File: src/rtl/pattern_demod.sv
// Recovers a REG_SIZE-bit on/off pattern from a per-cycle activity sample.
// Each PERIOD-clock slot is integrated and thresholded into one bit, first slot in the MSB.
module pattern_demod #(
    parameter int REG_SIZE = 5,
    parameter int PERIOD   = 10,
    parameter int SAMPLE_W = 4,
    localparam int ACC_W   = SAMPLE_W + $clog2(PERIOD + 1)
) (
    input  logic                clk,
    input  logic                rst,
    input  logic                go,
    input  logic [SAMPLE_W-1:0] sample_in,
    input  logic [ACC_W-1:0]    threshold,
    output logic [REG_SIZE-1:0] bits_out,
    output logic                bit_valid,
    output logic                busy,
    output logic                done
);

    localparam int WIN_W = (PERIOD > 1) ? $clog2(PERIOD) : 1;
    localparam int BIT_W = (REG_SIZE > 1) ? $clog2(REG_SIZE) : 1;
    localparam logic [WIN_W-1:0] LAST_WIN = WIN_W'(PERIOD - 1);
    localparam logic [BIT_W-1:0] LAST_BIT = BIT_W'(REG_SIZE - 1);

    typedef enum logic {IDLE, ACCUM} state_t;

    // Kept as a named enum so checkers can bind to the FSM state directly.
    state_t              state;
    logic [ACC_W-1:0]    acc;
    logic [ACC_W-1:0]    thr_q;
    logic [WIN_W-1:0]    win_cnt;
    logic [BIT_W-1:0]    bit_cnt;

    logic [ACC_W-1:0]    acc_next;
    logic                dec_bit;
    logic [REG_SIZE-1:0] shifted;

    // acc holds at most (PERIOD-1) full-scale samples, so adding one more fits ACC_W.
    assign acc_next = acc + ACC_W'(sample_in);
    assign dec_bit  = (acc_next > thr_q);

    generate
        if (REG_SIZE == 1) begin : g_single
            assign shifted = dec_bit;
        end else begin : g_multi
            assign shifted = {bits_out[REG_SIZE-2:0], dec_bit};
        end
    endgenerate

    always_ff @(posedge clk) begin
        if (rst) begin
            state     <= IDLE;
            bits_out  <= '0;
            bit_valid <= 1'b0;
            busy      <= 1'b0;
            done      <= 1'b0;
            acc       <= '0;
            thr_q     <= '0;
            win_cnt   <= '0;
            bit_cnt   <= '0;
        end else begin
            bit_valid <= 1'b0;
            done      <= 1'b0;
            case (state)
                IDLE: begin
                    if (go) begin
                        state    <= ACCUM;
                        thr_q    <= threshold;
                        acc      <= '0;
                        win_cnt  <= '0;
                        bit_cnt  <= '0;
                        bits_out <= '0;
                        busy     <= 1'b1;
                    end
                end
                ACCUM: begin
                    if (win_cnt == LAST_WIN) begin
                        bits_out  <= shifted;
                        bit_valid <= 1'b1;
                        acc       <= '0;
                        win_cnt   <= '0;
                        if (bit_cnt == LAST_BIT) begin
                            done    <= 1'b1;
                            busy    <= 1'b0;
                            bit_cnt <= '0;
                            state   <= IDLE;
                        end else begin
                            bit_cnt <= bit_cnt + 1'b1;
                        end
                    end else begin
                        acc     <= acc_next;
                        win_cnt <= win_cnt + 1'b1;
                    end
                end
                default: state <= IDLE;
            endcase
        end
    end

endmodule
File: config.mk
export PLATFORM = sky130hd
export DESIGN_NAME = pattern_demod
export DESIGN_NICKNAME = d
export VERILOG_FILES = /design/src/rtl/pattern_demod.sv
export SDC_FILE = /design/constraint.sdc
export NUM_CORES = 1
export LEC_CHECK = 0
export BUFFER_PORTS_ARGS = -buffer_cell sky130_fd_sc_hd__clkbuf_2
export CORE_MARGIN = 1
export CORE_UTILIZATION = 50
export CTS_CLUSTER_SIZE = 28
export DETAILED_ROUTE_END_ITERATION = 16
export PLACE_DENSITY_LB_ADDON = 0.1
export SKIP_CTS_REPAIR_TIMING = 1
export SLEW_MARGIN = 20
export SYNTH_ARGS = -nofsm -noshare
export SYNTH_HDL_FRONTEND = slang
export SYNTH_SLANG_ARGS = --single-unit
File: constraint.sdc
create_clock -name clk -period 3.35 [get_ports clk]
set_clock_uncertainty 0.05 [all_clocks]
set_input_delay 0.8375 -clock clk [delete_from_list [all_inputs] [get_ports clk]]
set_output_delay 0.8375 -clock clk [all_outputs]
set_load 0.03 [all_outputs]
==> After elaboration in Yosys (flattened, before gate mapping) <==
Index checks and enable logic that the tools add are counted.
{ "word_totals": {"mem_count": 0, "latch_bits": 0, "register_bits": 32, "in_bits": 15, "rom_bits": 0, "mem_bits_rw": 0} }
{ "classes": {"shift": 0, "reduce_logical": 5, "muxes": 23, "bitwise": 2, "n_eq_ne": 5, "mul": 0, "add_sub_neg": 3, "div": 0, "n_lt_le_gt_ge": 1} }
{ "op_table": {"columns": ["op", "count"], "rows": [
  ["2-to-1 mux 8 bit", 2],
  ["case mux 8 bit (2 select lines)", 1],
  ["2-to-1 mux 5 bit", 2],
  ["case mux 5 bit (2 select lines)", 1],
  ["2-to-1 mux 3 bit", 3],
  ["adder 8 x 4 -> 8 bit", 1],
  ["greater-than comparator 8 bit", 1],
  ["2-to-1 mux 1 bit", 8],
  ["2-to-1 mux 4 bit", 2],
  ["case mux 4 bit (2 select lines)", 1],
  ["case mux 3 bit (2 select lines)", 1],
  ["adder 4 x 1 -> 4 bit, second input constant", 1],
  ["== test 4 bit, second input constant", 1],
  ["!= test 2 x 1 -> 1 bit, second input constant", 2],
  ["case mux 1 bit (2 select lines)", 2],
  ["AND reduction 2 bit", 2],
  ["adder 3 x 1 -> 3 bit, second input constant", 1],
  ["== test 3 bit, second input constant", 1],
  ["AND reduction 3 bit", 1],
  ["OR reduction 3 bit", 1],
  ["!= test 2 bit, second input constant", 1],
  ["inverter 1 bit", 2],
  ["OR reduction 2 bit", 1]
]} }

==> Logic depth before layout (Yosys ltp) <==
Gate-level depths: netlist of the first run.
{ "logic_depth": {"ltp_word": 4, "mapped_depth": 10} }

==> Worst setup path after synthesis of the first run <==
Ideal clock, no wire load.
{ "synth_timing": {"kind": "input port to flip-flop", "startpoint": "in sample_in[0]", "endpoint": "reg bits_out[0]", "required_time_ps": 3205, "cell_stages": 10, "n_path_buf": 0, "setup_time_ps": 95, "arrival_time_ps": 2797, "path_slack_ps": 407, "cell_sequence": "ha_1 > fa_1 > a21o_2 > a32o_1 > xor2_1 > ha_1 > nand2_1 > o21ai_0 > a21oi_1 > a221oi_1"} }
{ "synth_between": {"elab_chain_len": 4} }
{ "synth_rtl": {"columns": ["item", "line", "text"], "rows": [
  ["start, declared", "12", "input logic [SAMPLE_W-1:0] sample_in,"],
  ["adder 8 x 4 -> 8 bit", "39", "assign acc_next = acc + ACC_W'(sample_in);"],
  ["greater-than comparator 8 bit", "40", "assign dec_bit = (acc_next > thr_q);"],
  ["2-to-1 mux 5 bit", "77", "if (win_cnt == LAST_WIN) begin"],
  ["case mux 5 bit (2 select lines)", "64", "case (state)"],
  ["end signal, assigned", "78", "bits_out <= shifted;"],
  ["end, declared", "14", "output logic [REG_SIZE-1:0] bits_out,"]
]} }
No other way between the ends. The select of a mux whose other input is x is not followed.
A chain may end at the register's enable or synchronous reset.

==> Worst setup path in the final report of the first run <==
Ends and elaborated chain as after synthesis.

==> results of run 1 <==
==> power breakdown <==
part / switching, mW / internal (mW) / total, mW / leakage, nW
Combinational: 0.0763 / 0.0540 / 0.130 / 0.528
Sequential: 0.0106 / 0.394 / 0.404 / 0.261
Clock: 0.136 / 0.103 / 0.239 / 0.0326
==> per-stage QoR <==
step | cell area [µm²] | worst slack, ns | utilization, % | cells
3_3_place_gp | 1830 | 0.271 | 58.5 | 258
2_1_floorplan | 1690 | 0.407 | - | 199
6_report | 1890 | 0.480 | 60.4 | 266
3_5_place_dp | 1830 | 0.135 | 58.5 | 258
5_1_grt | 1890 | 0.341 | 60.4 | 266
4_1_cts | 1890 | 0.482 | 60.4 | 266
==> registers in the layout, indices dropped and copies added (netlist names) <==
signal and flops:
done 1, bit_cnt 3, state 1, acc 8, win_cnt 4, bits_out 5, thr_q 8, busy 1
bit_valid 1
==> synthesized netlist by cell type, drive strengths merged (4+ instances only) <==
cell type,n,area (µm²)
a22oi,7,52.6
nand2,25,93.8
dfxtp,32,641
a21oi,17,85.1
clkbuf,5,18.8
a21o,5,38.8
nor3,4,20.0
nand3b,4,30.0
xor2,4,35.0
o21ai,7,38.8
nor2,21,81.3
inv,12,45.0
ha,16,200
and3,4,26.3
==> routing by layer <==
| metal | track usage (%) | routed length (µm) |
|---|---|---|
| met5 | 0 | 0 |
| met3 | 8.44 | 183 |
| met1 | 27.1 | 1580 |
| met2 | 42.1 | 1880 |
| met4 | 13.3 | 98 |
==> kinds of logic (layout without fill, tap and decap cells) <==
group	count (synthesis)	in the layout	synth area share (%)
compound gates	50	50	19.7
xor+xnor	6	6	3.11
fa+ha+maj	17	17	13.0
buf+inv	20	43	4.66
flops	32	32	37.9
mux	3	3	1.78
simple gates	71	71	19.8
==> final timing paths <==
path                 from           to  slack, ns
max          sample_in[0]  bits_out[0]       0.48
min              thr_q[7]     thr_q[7]       0.41
max reg2reg        acc[0]  bits_out[0]       0.73
min reg2reg      thr_q[7]     thr_q[7]       0.41
==> layout make-up <==
class                      instances  area (µm²)
fill                             290        1240
multi-input combinational        147         971
tap                               44        55.1
inverter                          12        45.0
clock buffer                       8        58.8
sequential                        32         641
timing repair buffer              23         118
==> worst min-delay path, cell delays in order (launching register included) <==
cell and delay, ns:
dfxtp_1 0.32, nand2_1 0.05, a21oi_1 0.05
==> results.sh, run 1 <==
export IMPL_relSlewSlack_pct=49.6
export IMPL_cap_viol_max_count=0
export IMPL_finalHoldViolCount=0
export IMPL_num_rows=20
export IMPL_num_io_pins=23
export IMPL_cts_tree="built"
export IMPL_synth_cell_types=42
export IMPL_grt_pass1_vias=1527
export IMPL_crit_buf_inv=1
export IMPL_path_class="in2reg"
export IMPL_clk_pin_slew_ns=0.10
export IMPL_cts_sinks=32
export IMPL_arrival_ns=3.07
export IMPL_die_h_um=60.1
export IMPL_max_vdd_ir_drop_mv=0.273
export IMPL_gr_total_overflow=0
export IMPL_place_congestion=0.862
export IMPL_critical_path_top_delay_family="compound AO/OA/AOI/OAI gates"
export IMPL_worstPathMaxFanout=3
export IMPL_leakage_nw=0.821
export IMPL_diodes=0
export IMPL_dp_hpwl_um=2740
export IMPL_setup_viol=0
export IMPL_syn_to_final_growth_pct=11.7
export IMPL_hold_slack_ns=0.412
export IMPL_synthFlopType="dfxtp_1"
export IMPL_die_area_mm2=0.00362
export IMPL_grt_max_degree=29
export IMPL_cts_root_buf="clkbuf_4"
export IMPL_post_route_period_util_pct=85.7
export IMPL_status="completed"
export IMPL_postSynthAreaPerCell_um2=8.49
export IMPL_cp_end_kind="register"
export IMPL_antenna_left=0
export IMPL_finalNetCount=253
export IMPL_cp_cell_sequence="clkbuf_2, ha_1, fa_1, a21o_2, a32o_1, xor2_1, ha_1, nand2_1, o21ai_0, a21oi_1, a221oi_1"
export IMPL_via_per_inst=5.60
export IMPL_synth_edff_count=0
export IMPL_drt_pass1_iterations=4
export IMPL_rsz0062_at_grt="false"
export IMPL_rr_worst_depth=10
export IMPL_powerDensity_mw_per_mm2=410
export IMPL_worstMarginPinSlew_ns=0.754
export IMPL_layout_commonest_cell="dfxtp_1"
export IMPL_drive_above_1_share_pct=15.3
export IMPL_syn_nets=231
export IMPL_netlist_area_mm2=0.00169
export IMPL_cp_data_required_time_ns=3.55
export IMPL_hold_depth=2
export IMPL_cts_inserted_buffers=5
export IMPL_yosys_warnings=0
export IMPL_core_region_area_mm2=0.00313
export IMPL_crit_cells=11
export IMPL_ys_seq_elements=32
export IMPL_grt_usage_pct=24.9
export IMPL_grt_pass1_wl_um=6490
export IMPL_period_minus_slack_ns=2.87
export IMPL_dr_first_iter_drc_count=79
export IMPL_slowest_delay_ns=0.40
export IMPL_dr_total_vias=1490
export IMPL_finalPower_mw=0.774
export IMPL_h_tree_depth=2
export IMPL_start_util_pct=54.0
export IMPL_cp_common_cell="ha_1"
export IMPL_async_flop_share_pct=0
export IMPL_worst_setup_path_start_kind="input pin"
export IMPL_antenna_found_initial=0
export IMPL_synth_cells=199
export IMPL_mostFrequentLayoutCells="dfxtp_1 (32), nand2_1 (25), clkbuf_2 (22)"
export IMPL_tns_ns=0
export IMPL_clkLatencyLatePin_ns=0.35
export IMPL_final_max_slew_violation_count=0
export IMPL_clock_path_buffers=2
export IMPL_io_buffers=22
export IMPL_wire_per_inst_um=14.1
export IMPL_cp_slowest_cell="fa_1"
export IMPL_drc=0
export IMPL_yosysSeqAreaShare_pct=37.9
export IMPL_fmax_mhz=348
export IMPL_routed_wirelength_um=3750
export IMPL_fp_dieW_um=60.1
export IMPL_hold_path_class="reg2reg"
No activity file was read; power rests on OpenSTA's default activity.
==> run 2, diff against run 1 <==
CORE_UTILIZATION = 52   (was 50)
==> run 2 against run 1 <==
Effect of this change: sequential share of layout area is the same; utilization grew 0.98 points; via count grew 1.2%; cell count did not move; total power down 0.77%.
==> results.sh, run 2 (synthesis gave the netlist of run 1 again) <==
export IMPL_worstMarginPinSlew_ns=0.803
export IMPL_cap_viol_max_count=0
export IMPL_final_max_slew_violation_count=0
export IMPL_grt_pass1_vias=1466
export IMPL_antenna_found_initial=0
export IMPL_max_vdd_ir_drop_mv=0.246
export IMPL_io_buffers=22
export IMPL_num_rows=20
export IMPL_antenna_left=0
export IMPL_diodes=0
export IMPL_relSlewSlack_pct=46.3
export IMPL_cp_slowest_cell="fa_1"
export IMPL_wire_per_inst_um=14.1
export IMPL_cts_root_buf="clkbuf_4"
export IMPL_cts_inserted_buffers=5
export IMPL_finalHoldViolCount=0
export IMPL_grt_util_met2_pct=42.2
export IMPL_clkLatencyLatePin_ns=0.34
export IMPL_hold_path_class="reg2reg"
export IMPL_leakage_nw=0.821
export IMPL_dr_first_iter_drc_count=93
export IMPL_syn_to_final_growth_pct=11.7
export IMPL_slowest_delay_ns=0.40
export IMPL_placed_cell_area_mm2=0.00183
export IMPL_grt_busiest_layer="met2"
export IMPL_die_h_um=59.0
export IMPL_period_minus_slack_ns=2.82
export IMPL_drt_pass1_iterations=4
export IMPL_gr_total_overflow=0
export IMPL_grt_usage_pct=25.0
export IMPL_powerDensity_mw_per_mm2=407
export IMPL_drc=0
export IMPL_grt_max_degree=29
export IMPL_drive_above_1_share_pct=15.3
export IMPL_clk_pin_slew_ns=0.10
export IMPL_critical_path_top_delay_family="compound AO/OA/AOI/OAI gates"
export IMPL_status="completed"
export IMPL_clock_path_buffers=2
export IMPL_cp_data_required_time_ns=3.54
export IMPL_dr_total_vias=1508
export IMPL_finalNetCount=253
export IMPL_final_area_mm2=0.00189
export IMPL_final_util_pct=61.3
export IMPL_dp_hpwl_um=2720
export IMPL_tns_ns=0
export IMPL_dp_cells=258
export IMPL_worstPathMaxFanout=3
export IMPL_fmax_mhz=354
export IMPL_start_util_pct=54.9
export IMPL_num_io_pins=23
export IMPL_rsz0062_at_grt="false"
export IMPL_worst_setup_path_start_kind="input pin"
export IMPL_largestRegisters="acc (8), thr_q (8), bits_out (5)"
export IMPL_finalPower_mw=0.768
export IMPL_setup_viol=0
export IMPL_die_area_mm2=0.00348
export IMPL_grt_use_met3_pct=6.55
export IMPL_path_class="in2reg"
export IMPL_grtUsageMet1_pct=29.4
export IMPL_fin_cells=266
export IMPL_cts_sinks=32
export IMPL_place_congestion=0.852
export IMPL_crit_buf_inv=1
export IMPL_via_per_inst=5.67
export IMPL_layout_commonest_cell="dfxtp_1"
export IMPL_grt_pass1_wl_um=6450
export IMPL_cp_cell_sequence="clkbuf_2, ha_1, fa_1, a21o_2, a32o_1, xor2_1, ha_1, nand2_1, o21ai_0, a21oi_1, a221oi_1"
export IMPL_routed_wirelength_um=3750
export IMPL_arrival_ns=3.02
export IMPL_post_route_period_util_pct=84.3
export IMPL_cts_tree="built"
export IMPL_core_region_area_mm2=0.00308
export IMPL_cp_end_kind="register"
export IMPL_mostFrequentLayoutCells="dfxtp_1 (32), nand2_1 (25), clkbuf_2 (22)"
export IMPL_fp_dieW_um=59.0
export IMPL_cp_common_cell="ha_1"
export IMPL_h_tree_depth=2
[run 2: cell counts in the layout (fill, tap and decap cells not counted)]
Identical to the previous run, type by type.
[run 2: routing by layer]
metal | part of all wire [%] | up-vias
li1 | - | 746
met1 | 43 | 718
met2 | 51 | 35
met3 | 4.0 | 9
met4 | 1.9 | 0
met5 | 0 | -
[run 2: worst register-to-register path, cell delays in order, from the launching register on]
cell and delay [ns]:
dfxtp_1 0.33, ha_1 0.23, fa_1 0.41, a21o_2 0.24
a32o_1 0.24, xor2_1 0.15, ha_1 0.30, nand2_1 0.05
o21ai_0 0.16, a21oi_1 0.06, a221oi_1 0.26
[run 2: cell type report]
type,count,area (µm²)
multi-input combinational,147,971
fill,301,1190
sequential,32,641
timing repair buffer,23,118
clock buffer,8,58.8
tap,44,55.1
inverter,12,45.0
[run 2: where the power goes]
part           switching [mW]  internal [mW]
clock                   0.128          0.103
combinational          0.0771         0.0542
sequential             0.0110          0.394
total                   0.216          0.552
[run 2: final timing paths]
| path | start | end | slack [ns] | depth (start not counted) |
|---|---|---|---|---|
| max reg2reg | acc[0] | bits_out[0] | 0.79 | 10 |
| min | thr_q[7] | thr_q[7] | 0.41 | 2 |
| min reg2reg | thr_q[7] | thr_q[7] | 0.41 | 2 |
| max | sample_in[0] | bits_out[0] | 0.53 | 11 |
[run 2: stage by stage]
stage          hold slack (ns)  setup WS, ns
3_3_place_gp             0.395         0.271
6_report                 0.411         0.527
3_5_place_dp             0.399         0.185
2_1_floorplan            0.386         0.407
5_1_grt                  0.425         0.410
4_1_cts                  0.412         0.506
==> run 3, diff against run 2 <==
ABC_AREA = 1   (was unset)
CORE_UTILIZATION = 51   (was 52)
clock period = 2.5 ns   (was 3.35 ns; I/O delays follow)
==> run 3 against run 2 <==
Effect of this change: highest routed layer unchanged; cell count increased by 15%; clock power increased by 70%; synthesized cell count increased by 16%; cell area increased by 6.0%; worst hold slack improved by 0.0058 ns; routed wire length decreased by 12%.
==> results.sh, run 3 <==
export IMPL_diodes=0
export IMPL_leakage_nw=1.00
export IMPL_clock_path_buffers=2
export IMPL_cts_tree="built"
export IMPL_via_per_inst=4.91
export IMPL_reg2reg_from="acc[3]"
export IMPL_die_area_mm2=0.00368
export IMPL_crit_buf_inv=2
export IMPL_rsz0062_at_grt="false"
export IMPL_gr_total_overflow=0
export IMPL_postSynthAreaPerCell_um2=7.59
export IMPL_post_place_ws_ns=-0.114
export IMPL_path_class="in2reg"
export IMPL_routed_wirelength_um=3290
export IMPL_hold_path_class="reg2reg"
export IMPL_cp_end_kind="register"
export IMPL_yosysSeqAreaShare_pct=36.5
export IMPL_comb_power_share_pct=19.0
export IMPL_p_clk_share_pct=33.7
export IMPL_final_util_pct=63.5
export IMPL_arrival_ns=2.44
export IMPL_status="completed"
export IMPL_core_region_area_mm2=0.00315
export IMPL_clk_pin_slew_ns=0.11
export IMPL_start_util_pct=55.6
export IMPL_power_frac_seq_pct=47.3
export IMPL_max_vdd_ir_drop_mv=0.374
export IMPL_slowest_delay_ns=0.36
export IMPL_intPower_mw=0.834
export IMPL_post_route_period_util_pct=89.8
export IMPL_synth_xor_area_share_pct=0.999
export IMPL_wire_per_inst_um=10.7
export IMPL_worstMarginPinSlew_ns=0.432
export IMPL_syn_nets=263
export IMPL_cp_common_cell="nand2_1"
export IMPL_critical_path_top_delay_family="simple AND/OR/NAND/NOR gates"
export IMPL_grt_max_degree=17
export IMPL_final_setup_worst_slack_ns=0.256
export IMPL_drc=0
export IMPL_dr_first_iter_drc_count=75
export IMPL_cts_root_buf="clkbuf_4"
export IMPL_finalNetCount=293
export IMPL_synthFlopType="dfxtp_1"
export IMPL_swShare_pct=28.7
export IMPL_cp_slowest_cell="ha_1"
export IMPL_grt_usage_pct=20.8
export IMPL_synth_fa_ha_area_share_pct=12.6
export IMPL_grt_pass1_wl_um=5550
export IMPL_grt_util_met2_pct=30.9
export IMPL_cp_cell_sequence="clkbuf_2, ha_1, nand2_1, nor2_1, nand3_1, nand2_1, nand2_1, and2_1, ha_1, nand2_1, nor2_1, nand4_1, nand2_1, inv_1, nand2_1, a21oi_1"
export IMPL_worstPathMaxFanout=5
export IMPL_num_rows=20
export IMPL_fmax_mhz=446
export IMPL_synth_cell_types=31
export IMPL_synth_edff_count=0
export IMPL_tns_ns=0
export IMPL_h_tree_depth=2
export IMPL_netlist_area_leader_share_pct=36.5
export IMPL_syn_to_final_growth_pct=14.1
export IMPL_cts_inserted_buffers=5
export IMPL_hold_slack_ns=0.417
export IMPL_yosys_warnings=0
export IMPL_largestRegisters="acc (8), thr_q (8), bits_out (5)"
export IMPL_place_congestion=0.792
export IMPL_grt_pass1_vias=1274
export IMPL_period_minus_slack_ns=2.24
export IMPL_cts_sinks=32
export IMPL_final_max_slew_violation_count=0
export IMPL_async_flop_share_pct=0
export IMPL_mostFrequentLayoutCells="nand2_1 (52), dfxtp_1 (32), inv_1 (26)"
export IMPL_setup_viol=0
export IMPL_ys_seq_elements=32
export IMPL_antenna_left=0
export IMPL_drt_pass1_iterations=4
export IMPL_cap_viol_max_count=0
export IMPL_critPathLaunch="sample_in[3]"
export IMPL_synth_area_leaders="dfxtp_1 (37%), ha_1 (11%), nand2_1 (11%), a21oi_1 (7.1%), inv_1 (5.6%)"
export IMPL_synth_compound_area_share_pct=13.6
export IMPL_grt_busiest_layer="met2"
export IMPL_hp_start="bits_out[1]"
export IMPL_drive_above_1_share_pct=18.3
export IMPL_layout_commonest_cell="nand2_1"
export IMPL_io_buffers=22
export IMPL_p_sw_mw=0.336
export IMPL_netlist_area_mm2=0.00175
export IMPL_antenna_found_initial=0
export IMPL_grt_use_met3_pct=6.40
export IMPL_dp_hpwl_um=2500
export IMPL_yosysMostFrequentCell="nand2_1"
export IMPL_synth_commonest_cells="nand2_1 (52), dfxtp_1 (32), inv_1 (26)"
export IMPL_worst_setup_path_start_kind="input pin"
export IMPL_num_io_pins=23
export IMPL_dr_total_vias=1503
export IMPL_synthMuxAreaShare_pct=0
export IMPL_die_h_um=60.6
export IMPL_yosysTopAreaCell="dfxtp_1"
export IMPL_yosys_area_share_simple_pct=27.3
export IMPL_relSlewSlack_pct=71.2
export IMPL_clkLatencyLatePin_ns=0.35
export IMPL_powerDensity_mw_per_mm2=584
export IMPL_synth_top_family_by_area="simple AND/OR/NAND/NOR gates"
export IMPL_finalHoldViolCount=0
export IMPL_cp_data_required_time_ns=2.69
export IMPL_synth_cells=231
export IMPL_fp_dieW_um=60.6
export IMPL_grtUsageMet1_pct=28.4
==> run 3: changes by cell type after synthesis, sizes merged, moves of 4 or more <==
cell and delta:
nand3 +13, inv +19, and3 -4, a21o -5, and2 +4, o21ai +7
nor3 -4, nand2 +31, nor2 -8, a21oi +8, clkbuf -4, a22oi -7
nand4 +4
==> run 3: per-layer routing <==
layer	vias up	wire (µm)
met2	20	1430
met5	-	0
met1	664	1700
met4	0	51
li1	814	-
met3	5	111
==> run 3: cell type report <==
type	instances	area, µm²
Fill cell	322	1150
Multi-Input combinational cell	163	956
Sequential cell	32	641
Timing Repair Buffer	28	155
Inverter	31	119
Tap cell	44	55.1
Clock buffer	6	41.3
Clock inverter	2	35.0
==> run 3: tightest hold or removal path, stage by stage, from the launching register on <==
cell	delay [ns]
dfxtp_1	0.33
nand2_1	0.06
nand2_1	0.04
==> run 3: final timing paths <==
path / endpoint / slack, ns / cells after the start
setup / recovery: bits_out[0] / 0.26 / 16
hold / removal: bits_out[2] / 0.42 / 2
setup reg to reg: bits_out[0] / 0.30 / 15
hold reg to reg: bits_out[2] / 0.42 / 2
==> run 3: logic make-up after synthesis <==
logic type / count (synthesis)
AND/OR/NAND/NOR: 100
AO/OA/AOI/OAI: 44
buffers and inverters: 36
flip-flops: 32
adder cells (fa/ha/maj): 17
XOR/XNOR: 2
==> run 3: power by group through the flow <==
| stage | sequential [mW] | combinational [mW] | clock, mW |
|---|---|---|---|
| global route | 0.557 | 0.252 | 0.423 |
| CTS | 0.553 | 0.223 | 0.398 |
| finish | 0.553 | 0.222 | 0.395 |
| global placement | 0.565 | 0.219 | 0 |
| detailed placement | 0.565 | 0.221 | 0 |
| floorplan | 0.564 | 0.166 | 0 |
==> run 3: per-stage QoR <==
stage / instances / instance area [µm²] / total power [mW]
global route: 306 / 2000 / 1.23
floorplan: 231 / 1750 / 0.730
finish: 306 / 2000 / 1.17
detailed placement: 298 / 1930 / 0.786
global placement: 298 / 1930 / 0.785
CTS: 306 / 2000 / 1.18
